===== src/rtl/mac_rx_wr_pkg.sv =====
// Shared definitions for the MAC receive frame writer.
//   state_t       : writer FSM states (IDLE, RECV, HDR, DROP)
//   HDR_LEN_LSB/MSB: bit positions of the byte-length field in the header word
//   ben_to_bytes  : converts the MAC end-of-packet byte enable to a byte count
package mac_rx_wr_pkg;

    typedef enum logic [1:0] {
        IDLE = 2'd0,
        RECV = 2'd1,
        HDR  = 2'd2,
        DROP = 2'd3
    } state_t;

    localparam int HDR_LEN_LSB = 0;
    localparam int HDR_LEN_MSB = 15;

    // 00 means a full word; otherwise the code is the byte count itself.
    function automatic logic [15:0] ben_to_bytes(input logic [1:0] ben);
        return (ben == 2'b00) ? 16'd4 : {14'd0, ben};
    endfunction

endpackage


===== src/rtl/mac_rx_frame_writer.sv =====
// mac_rx_frame_writer
// Pulls received words from the MAC FIFO and packs each frame into a circular
// word buffer as [length header][payload ...]. The write pointer seen by the
// consumer only moves once a frame is complete; overflowing, over-long and
// truncated frames are rolled back and never become visible.
//
// Ports (all in the mac_clk_i domain, every output registered):
//   mac_clk_i, mac_rst_i     clock, synchronous active-high reset
//   mac_rxda_i               MAC FIFO holds at least one frame
//   mac_rxrqrd_o             read request to the MAC
//   mac_rxd_i, mac_ben_i     receive word and eop byte enable (00=4,01=1,10=2,11=3)
//   mac_rxsop_i/mac_rxeop_i  frame delimiters, qualified by mac_rxdv_i
//   mac_rxdv_i               receive word valid
//   buf_we_o/buf_waddr_o/buf_wdata_o  frame buffer RAM write port
//   buf_rd_ptr_i             consumer read pointer (already in this domain)
//   buf_wr_ptr_o             committed write pointer (next free header slot)
//   frm_done_o / frm_drop_o  one-cycle pulse per committed / discarded frame
//   dbg_state_o              current FSM state, for observation
//   drop_cnt_o               saturating drop counter, only when the macro
//                            MAC_RX_WR_DROP_CNT_EN is defined
//
// Handshake: the MAC presents a word by raising mac_rxdv_i; a word is
// consumed in every cycle mac_rxdv_i is high. mac_rxrqrd_o asks the MAC for
// words and is high in IDLE (when a frame is waiting and there is room for at
// least header + one word), throughout RECV and DROP, and low in HDR.
//
// Buffer ownership: one slot is always left empty so rd == wr means empty.
// A write to the slot at the read pointer is never made, and the eop word is
// refused when it would leave the next header slot equal to the read pointer.
module mac_rx_frame_writer
    import mac_rx_wr_pkg::*;
#(
    parameter int ADDR_W    = 10,
    parameter int MAX_WORDS = 384
) (
    input  logic              mac_clk_i,
    input  logic              mac_rst_i,
    input  logic              mac_rxda_i,
    output logic              mac_rxrqrd_o,
    input  logic [31:0]       mac_rxd_i,
    input  logic [1:0]        mac_ben_i,
    input  logic              mac_rxsop_i,
    input  logic              mac_rxeop_i,
    input  logic              mac_rxdv_i,
    output logic              buf_we_o,
    output logic [ADDR_W-1:0] buf_waddr_o,
    output logic [31:0]       buf_wdata_o,
    input  logic [ADDR_W-1:0] buf_rd_ptr_i,
    output logic [ADDR_W-1:0] buf_wr_ptr_o,
    output logic              frm_done_o,
    output logic              frm_drop_o,
    output state_t            dbg_state_o
`ifdef MAC_RX_WR_DROP_CNT_EN
    ,
    output logic [15:0]       drop_cnt_o
`endif
);

    localparam logic [ADDR_W-1:0] ONE = ADDR_W'(1);
    localparam logic [ADDR_W-1:0] TWO = ADDR_W'(2);

    state_t            state_q, state_d;
    logic [ADDR_W-1:0] hdr_ptr_q, hdr_ptr_d;
    logic [ADDR_W-1:0] wd_ptr_q, wd_ptr_d;
    logic [ADDR_W-1:0] wr_ptr_q, wr_ptr_d;
    logic [15:0]       word_cnt_q, word_cnt_d;
    logic [1:0]        ben_q, ben_d;
    logic              rqrd_q, rqrd_d;
    logic              we_q, we_d;
    logic [ADDR_W-1:0] waddr_q, waddr_d;
    logic [31:0]       wdata_q, wdata_d;
    logic              done_q, done_d;
    logic              drop_q, drop_d;

    logic              start_frame;
    logic [ADDR_W-1:0] free_d;
    logic [ADDR_W-1:0] new_addr, new_next, cont_next;
    logic              blk_new, blk_cont, cnt_full;
    logic [15:0]       hdr_len;
    logic [31:0]       hdr_word;

    // Room checks for the word on the bus, either as the first payload word
    // of a fresh frame (at committed+1) or as a continuation word (at wd_ptr).
    assign new_addr  = wr_ptr_q + ONE;
    assign new_next  = wr_ptr_q + TWO;
    assign cont_next = wd_ptr_q + ONE;
    assign blk_new   = (new_addr == buf_rd_ptr_i) || (mac_rxeop_i && (new_next == buf_rd_ptr_i));
    assign blk_cont  = (wd_ptr_q == buf_rd_ptr_i) || (mac_rxeop_i && (cont_next == buf_rd_ptr_i));
    assign cnt_full  = (word_cnt_q >= 16'(MAX_WORDS));

    // Byte length = 4 per full word plus the bytes of the final word.
    assign hdr_len = ((word_cnt_q - 16'd1) << 2) + ben_to_bytes(ben_q);

    always_comb begin
        hdr_word = '0;
        hdr_word[HDR_LEN_MSB:HDR_LEN_LSB] = hdr_len;
    end

    always_comb begin
        state_d     = state_q;
        hdr_ptr_d   = hdr_ptr_q;
        wd_ptr_d    = wd_ptr_q;
        wr_ptr_d    = wr_ptr_q;
        word_cnt_d  = word_cnt_q;
        ben_d       = ben_q;
        we_d        = 1'b0;
        waddr_d     = waddr_q;
        wdata_d     = wdata_q;
        done_d      = 1'b0;
        drop_d      = 1'b0;
        rqrd_d      = 1'b0;
        start_frame = 1'b0;
        free_d      = '0;

        unique case (state_q)
            IDLE: begin
                // Words without sop in IDLE are stray and ignored.
                if (mac_rxdv_i && mac_rxsop_i) begin
                    start_frame = 1'b1;
                end
            end
            RECV: begin
                if (mac_rxdv_i) begin
                    if (mac_rxsop_i) begin
                        // Truncated frame: discard it and restart at the
                        // committed pointer with this word.
                        drop_d      = 1'b1;
                        start_frame = 1'b1;
                    end else if (cnt_full || blk_cont) begin
                        if (mac_rxeop_i) begin
                            drop_d  = 1'b1;
                            state_d = IDLE;
                        end else begin
                            state_d = DROP;
                        end
                    end else begin
                        we_d       = 1'b1;
                        waddr_d    = wd_ptr_q;
                        wdata_d    = mac_rxd_i;
                        wd_ptr_d   = cont_next;
                        word_cnt_d = word_cnt_q + 16'd1;
                        ben_d      = mac_ben_i;
                        if (mac_rxeop_i) begin
                            state_d = HDR;
                        end
                    end
                end
            end
            HDR: begin
                we_d     = 1'b1;
                waddr_d  = hdr_ptr_q;
                wdata_d  = hdr_word;
                wr_ptr_d = wd_ptr_q;
                done_d   = 1'b1;
                state_d  = IDLE;
            end
            DROP: begin
                if (mac_rxdv_i && mac_rxeop_i) begin
                    drop_d  = 1'b1;
                    state_d = IDLE;
                end
            end
            default: state_d = IDLE;
        endcase

        if (start_frame) begin
            hdr_ptr_d = wr_ptr_q;
            if (blk_new) begin
                if (mac_rxeop_i) begin
                    drop_d  = 1'b1;
                    state_d = IDLE;
                end else begin
                    state_d = DROP;
                end
            end else begin
                we_d       = 1'b1;
                waddr_d    = new_addr;
                wdata_d    = mac_rxd_i;
                wd_ptr_d   = new_next;
                word_cnt_d = 16'd1;
                ben_d      = mac_ben_i;
                state_d    = mac_rxeop_i ? HDR : RECV;
            end
        end

        // Request is registered, so it is derived from the next state and
        // the next committed pointer.
        free_d = buf_rd_ptr_i - wr_ptr_d - ONE;
        unique case (state_d)
            IDLE:       rqrd_d = mac_rxda_i && (free_d >= TWO);
            RECV, DROP: rqrd_d = 1'b1;
            default:    rqrd_d = 1'b0;
        endcase
    end

    always_ff @(posedge mac_clk_i) begin
        if (mac_rst_i) begin
            state_q    <= IDLE;
            hdr_ptr_q  <= '0;
            wd_ptr_q   <= '0;
            wr_ptr_q   <= '0;
            word_cnt_q <= '0;
            ben_q      <= '0;
            rqrd_q     <= 1'b0;
            we_q       <= 1'b0;
            waddr_q    <= '0;
            wdata_q    <= '0;
            done_q     <= 1'b0;
            drop_q     <= 1'b0;
        end else begin
            state_q    <= state_d;
            hdr_ptr_q  <= hdr_ptr_d;
            wd_ptr_q   <= wd_ptr_d;
            wr_ptr_q   <= wr_ptr_d;
            word_cnt_q <= word_cnt_d;
            ben_q      <= ben_d;
            rqrd_q     <= rqrd_d;
            we_q       <= we_d;
            waddr_q    <= waddr_d;
            wdata_q    <= wdata_d;
            done_q     <= done_d;
            drop_q     <= drop_d;
        end
    end

    assign mac_rxrqrd_o = rqrd_q;
    assign buf_we_o     = we_q;
    assign buf_waddr_o  = waddr_q;
    assign buf_wdata_o  = wdata_q;
    assign buf_wr_ptr_o = wr_ptr_q;
    assign frm_done_o   = done_q;
    assign frm_drop_o   = drop_q;
    assign dbg_state_o  = state_q;

`ifdef MAC_RX_WR_DROP_CNT_EN
    logic [15:0] drop_cnt_q, drop_cnt_d;

    always_comb begin
        drop_cnt_d = drop_cnt_q;
        if (drop_q && (drop_cnt_q != 16'hFFFF)) begin
            drop_cnt_d = drop_cnt_q + 16'd1;
        end
    end

    always_ff @(posedge mac_clk_i) begin
        if (mac_rst_i) begin
            drop_cnt_q <= '0;
        end else begin
            drop_cnt_q <= drop_cnt_d;
        end
    end

    assign drop_cnt_o = drop_cnt_q;
`endif

endmodule

===== config.mk =====
export PLATFORM = sky130hd
export DESIGN_NAME = mac_rx_frame_writer
export DESIGN_NICKNAME = d
export VERILOG_FILES = /design/src/rtl/mac_rx_wr_pkg.sv /design/src/rtl/mac_rx_frame_writer.sv
export SDC_FILE = /design/constraint.sdc
export NUM_CORES = 1
export LEC_CHECK = 0
export ABC_AREA = 1
export BUFFER_PORTS_ARGS = -buffer_cell sky130_fd_sc_hd__buf_2
export CAP_MARGIN = 20
export CORE_MARGIN = 4
export CORE_UTILIZATION = 58
export DETAILED_ROUTE_END_ITERATION = 10
export PLACE_DENSITY = 0.85
export RECOVER_POWER = 100
export SKIP_CTS_REPAIR_TIMING = 1
export SLEW_MARGIN = 10
export SYNTH_ARGS = -nofsm -noshare
export SYNTH_HDL_FRONTEND = slang
export SYNTH_SLANG_ARGS = --single-unit

===== constraint.sdc =====
create_clock -name mac_clk_i -period 3.5 [get_ports mac_clk_i]
set_input_delay 0.175 -clock mac_clk_i [delete_from_list [all_inputs] [get_ports mac_clk_i]]
set_output_delay 0.175 -clock mac_clk_i [all_outputs]
set_load 0.005 [all_outputs]

==> flow_summary_export.csv <==
group,metric,value,unit
clock_tree,htree_num_levels,3,
floorplanning,coreArea,11600,um2
placed_design,post-dp-hpwl,15100,um
detailed_routing,drtPass1Iterations,6,
setup_path,worstSetupPathType,"reg2reg",
clock_tree,clockBufferDepth,2,
power,power_frac_clock,0.263,
final_layout,drive_gt1_frac,0.0989,
clock_tree,clk_pin_slew_worst_paths,0.07,ns
clock_tree,cts_buffers,9,
timing,fmax,312,MHz
final_layout,n_fill_cell,1113,
yosys,synthTopCellsByArea,"dfxtp_1 (28%), nand2_1 (19%), nand3_1 (8.8%), nor2_1 (8.0%), inv_1 (7.0%)",
global_route,grt_usage,0.299,
clock_tree,cts_root_buf,"clkbuf_16",
power,power_density,509,nW/um2
yosys,yosysWarnings,0,
clock_tree,clock-sinks,96,
yosys,yosysTopAreaCell,"dfxtp_1",
floorplanning,dieHeight,117,um
placed_design,globalplace.congestion,0.946,
detailed_routing,routed_wl,20100,um
final_layout,seqCellArea,1920,um2
floorplanning,die_area,13700,um2
timing,tns,0,ns
yosys,synth_ff_type,"dfxtp_1",
final_layout,synthToLayoutAreaGrowth,11.5,%
detailed_routing,wl_per_cell,14.6,um
global_route,grt_pass1_vias,7112,
final_layout,multiInputGateArea,4240,um2
timing,skew,0.00949,ns
yosys,synth_edf_count,0,
power,p_int,2340,uW
clock_tree,clock_latency,0.36,ns
detailed_routing,drt_first_iter_violations,825,
global_route,grt_first_pass_wirelength,32900,um
placed_design,pre_cts_ws,0.441,ns
floorplanning,initial_core_util,0.598,
timing,min_period,3.21,ns
yosys,avgSynthCellArea,6.06,um2
yosys,synthesis.nets,1211,
final_layout,diodes,0,
yosys,async_reset_ff_frac,0,
setup_path,worst-path-max-fanout,15,
yosys,synth_cells,1140,
placed_design,port_buffers,107,
timing,maxSlewViolCount,0,
setup_path,startpoint_type,"flip-flop",
yosys,synth.top_cell.area_share,0.278,
setup_path,rrSetupSlack,0.29,ns
global_route,gr-total-overflow,0,
power,switchingPower,1580,uW
timing,setup_slack,0.293,ns
yosys,synth_cell_types,43,
power,p_leak,0.00390,uW
floorplanning,ios,108,
floorplanning,die_width,117,um
power,switching_share,0.404,
timing,hold_violations,0,
power,pwr-share-seq,0.359,
global_route,antenna_found_initial,0,
timing,max_slew_margin,0.282,
setup_path,cp.arrival,3.47,ns
yosys,seq_area_frac_synth,0.278,
status,status,"finished, final reports clean",
setup_path,required,3.76,ns
timing,finalSetupViolations,0,
yosys,ys_ff_latch,96,
timing,fin_crit_sh,0.916,
timing,rsz0062_at_grt,"false",
power,vdd_drop_max,372,uV
floorplanning,row_count,39,
min_path,hold_class,"in2reg",
detailed_routing,drtAntennaViolNets,0,
final_layout,final_nets,1299,
global_route,grt_max_degree,36,
detailed_routing,num_vias,7606,
setup_path,crit_path_end_kind,"flip-flop",
timing,tightest_slew,1.08,ns
power,power_frac_comb,0.378,
yosys,yosysMostFrequentCell,"nand2_1",
yosys,syn_area,6910,um2
detailed_routing,drc,0,
flow_run,cap_viol_max_count,0,
detailed_routing,viasPerCell,5.53,
clock_tree,cts_tree,"yes",
yosys,synth_commonest_cells,"nand2_1 (355), nor2_1 (148), inv_1 (129)",
[cell families after synthesis]
| group | share of synthesized area |
|---|---|
| simple gates | 0.415 |
| buf+inv | 0.105 |
| compound gates | 0.123 |
| xor+xnor | 0.0391 |
| flops | 0.278 |
| fa+ha+maj | 0.0391 |
[stage by stage]
stage / utilization / instance area [um2] / hold slack, ns / cells / power (uW)
floorplan: - / 6910 / 0.310 / 1140 / 2470
global placement: 0.648 / 7490 / 0.400 / 1360 / 2890
detailed placement: 0.648 / 7490 / 0.405 / 1360 / 2920
CTS: 0.674 / 7800 / 0.0291 / 1376 / 3940
global route: 0.666 / 7700 / 0.0347 / 1376 / 4190
finish: 0.666 / 7700 / 0.0319 / 1376 / 3920
[routing by layer]
| layer | vias to the layer above | wire (um) | part of all wire | track usage |
|---|---|---|---|---|
| met5 | - | 0 | 0 | 0 |
| met4 | 0 | 824 | 0.041 | 0.160 |
| met3 | 62 | 1410 | 0.070 | 0.0447 |
| met2 | 312 | 9440 | 0.47 | 0.497 |
| met1 | 3413 | 8380 | 0.42 | 0.373 |
| li1 | 3819 | - | - | - |
[worst max-delay path, cell delays in order (launching register included)]
cell and delay [ns]:
dfxtp_1 0.54, ha_1 0.32, nand3_1 0.17, inv_1 0.21, nand2_1 0.09, nand3_1 0.11
nand3b_1 0.10, nor2_1 0.10, nand2_1 0.06, nor2_1 0.18, nand2_2 0.14, nand3_4 0.18
nand2_2 0.26, clkbuf_2 0.37, a211oi_1 0.26
[layout by cell type (no fill, tap or decap), types with 2 or more instances in the layout]
master and count:
nor2_1 148, or2_2 3, nand3b_1 2, inv_6 3
o211ai_1 26, xnor2_1 9, nor2_2 4, a21oi_1 38
a31oi_1 4, buf_1 2, o21ai_0 55, nand3_4 2
nand2_1 355, ha_1 20, nand3_2 2, nor2_4 3
buf_4 7, inv_1 130, o21ai_2 5, buf_2 62
a211oi_1 3, inv_2 5, o21ai_1 5, nor3_1 7
xor2_1 20, nand3_1 121, clkbuf_1 46, nand4_1 15
nand2_2 6, clkbuf_2 2, dfxtp_1 96, clkbuf_16 9
o21bai_1 3
[final timing paths]
check | start | cells after the start | end
worst max-delay path | buf_wr_ptr_o[2] | 14 | word_cnt_q[1]
worst min-delay path | mac_rxd_i[30] | 3 | buf_wdata_o[30]
worst max register to register | buf_wr_ptr_o[2] | 14 | word_cnt_q[1]
worst min register to register | word_cnt_q[14] | 2 | word_cnt_q[14]
[layout make-up]
type                       instances  area share
clock inverter                     7      0.0101
sequential                        96       0.249
clock buffer                       9      0.0292
inverter                         135      0.0658
tap                              143      0.0232
timing repair buffer             119      0.0718
multi-input combinational        867       0.551
[registers in the layout, indices dropped and copies added (netlist names)]
signal and flops:
ben_q 2, buf_waddr_o 10, buf_wdata_o 32, buf_we_o 1, buf_wr_ptr_o 10, dbg_state_o 2
frm_done_o 1, frm_drop_o 1, hdr_ptr_q 10, mac_rxrqrd_o 1, wd_ptr_q 10, word_cnt_q 16
[power groups by stage]
stage	Sequential, uW	Combinational, uW	Clock [uW]
finish	1410	1480	1030
detailed placement	1420	1500	0
global placement	1420	1470	0
global route	1420	1690	1080
CTS	1400	1510	1040
floorplan	1400	1070	0
(Power assumes the default switching activity.)
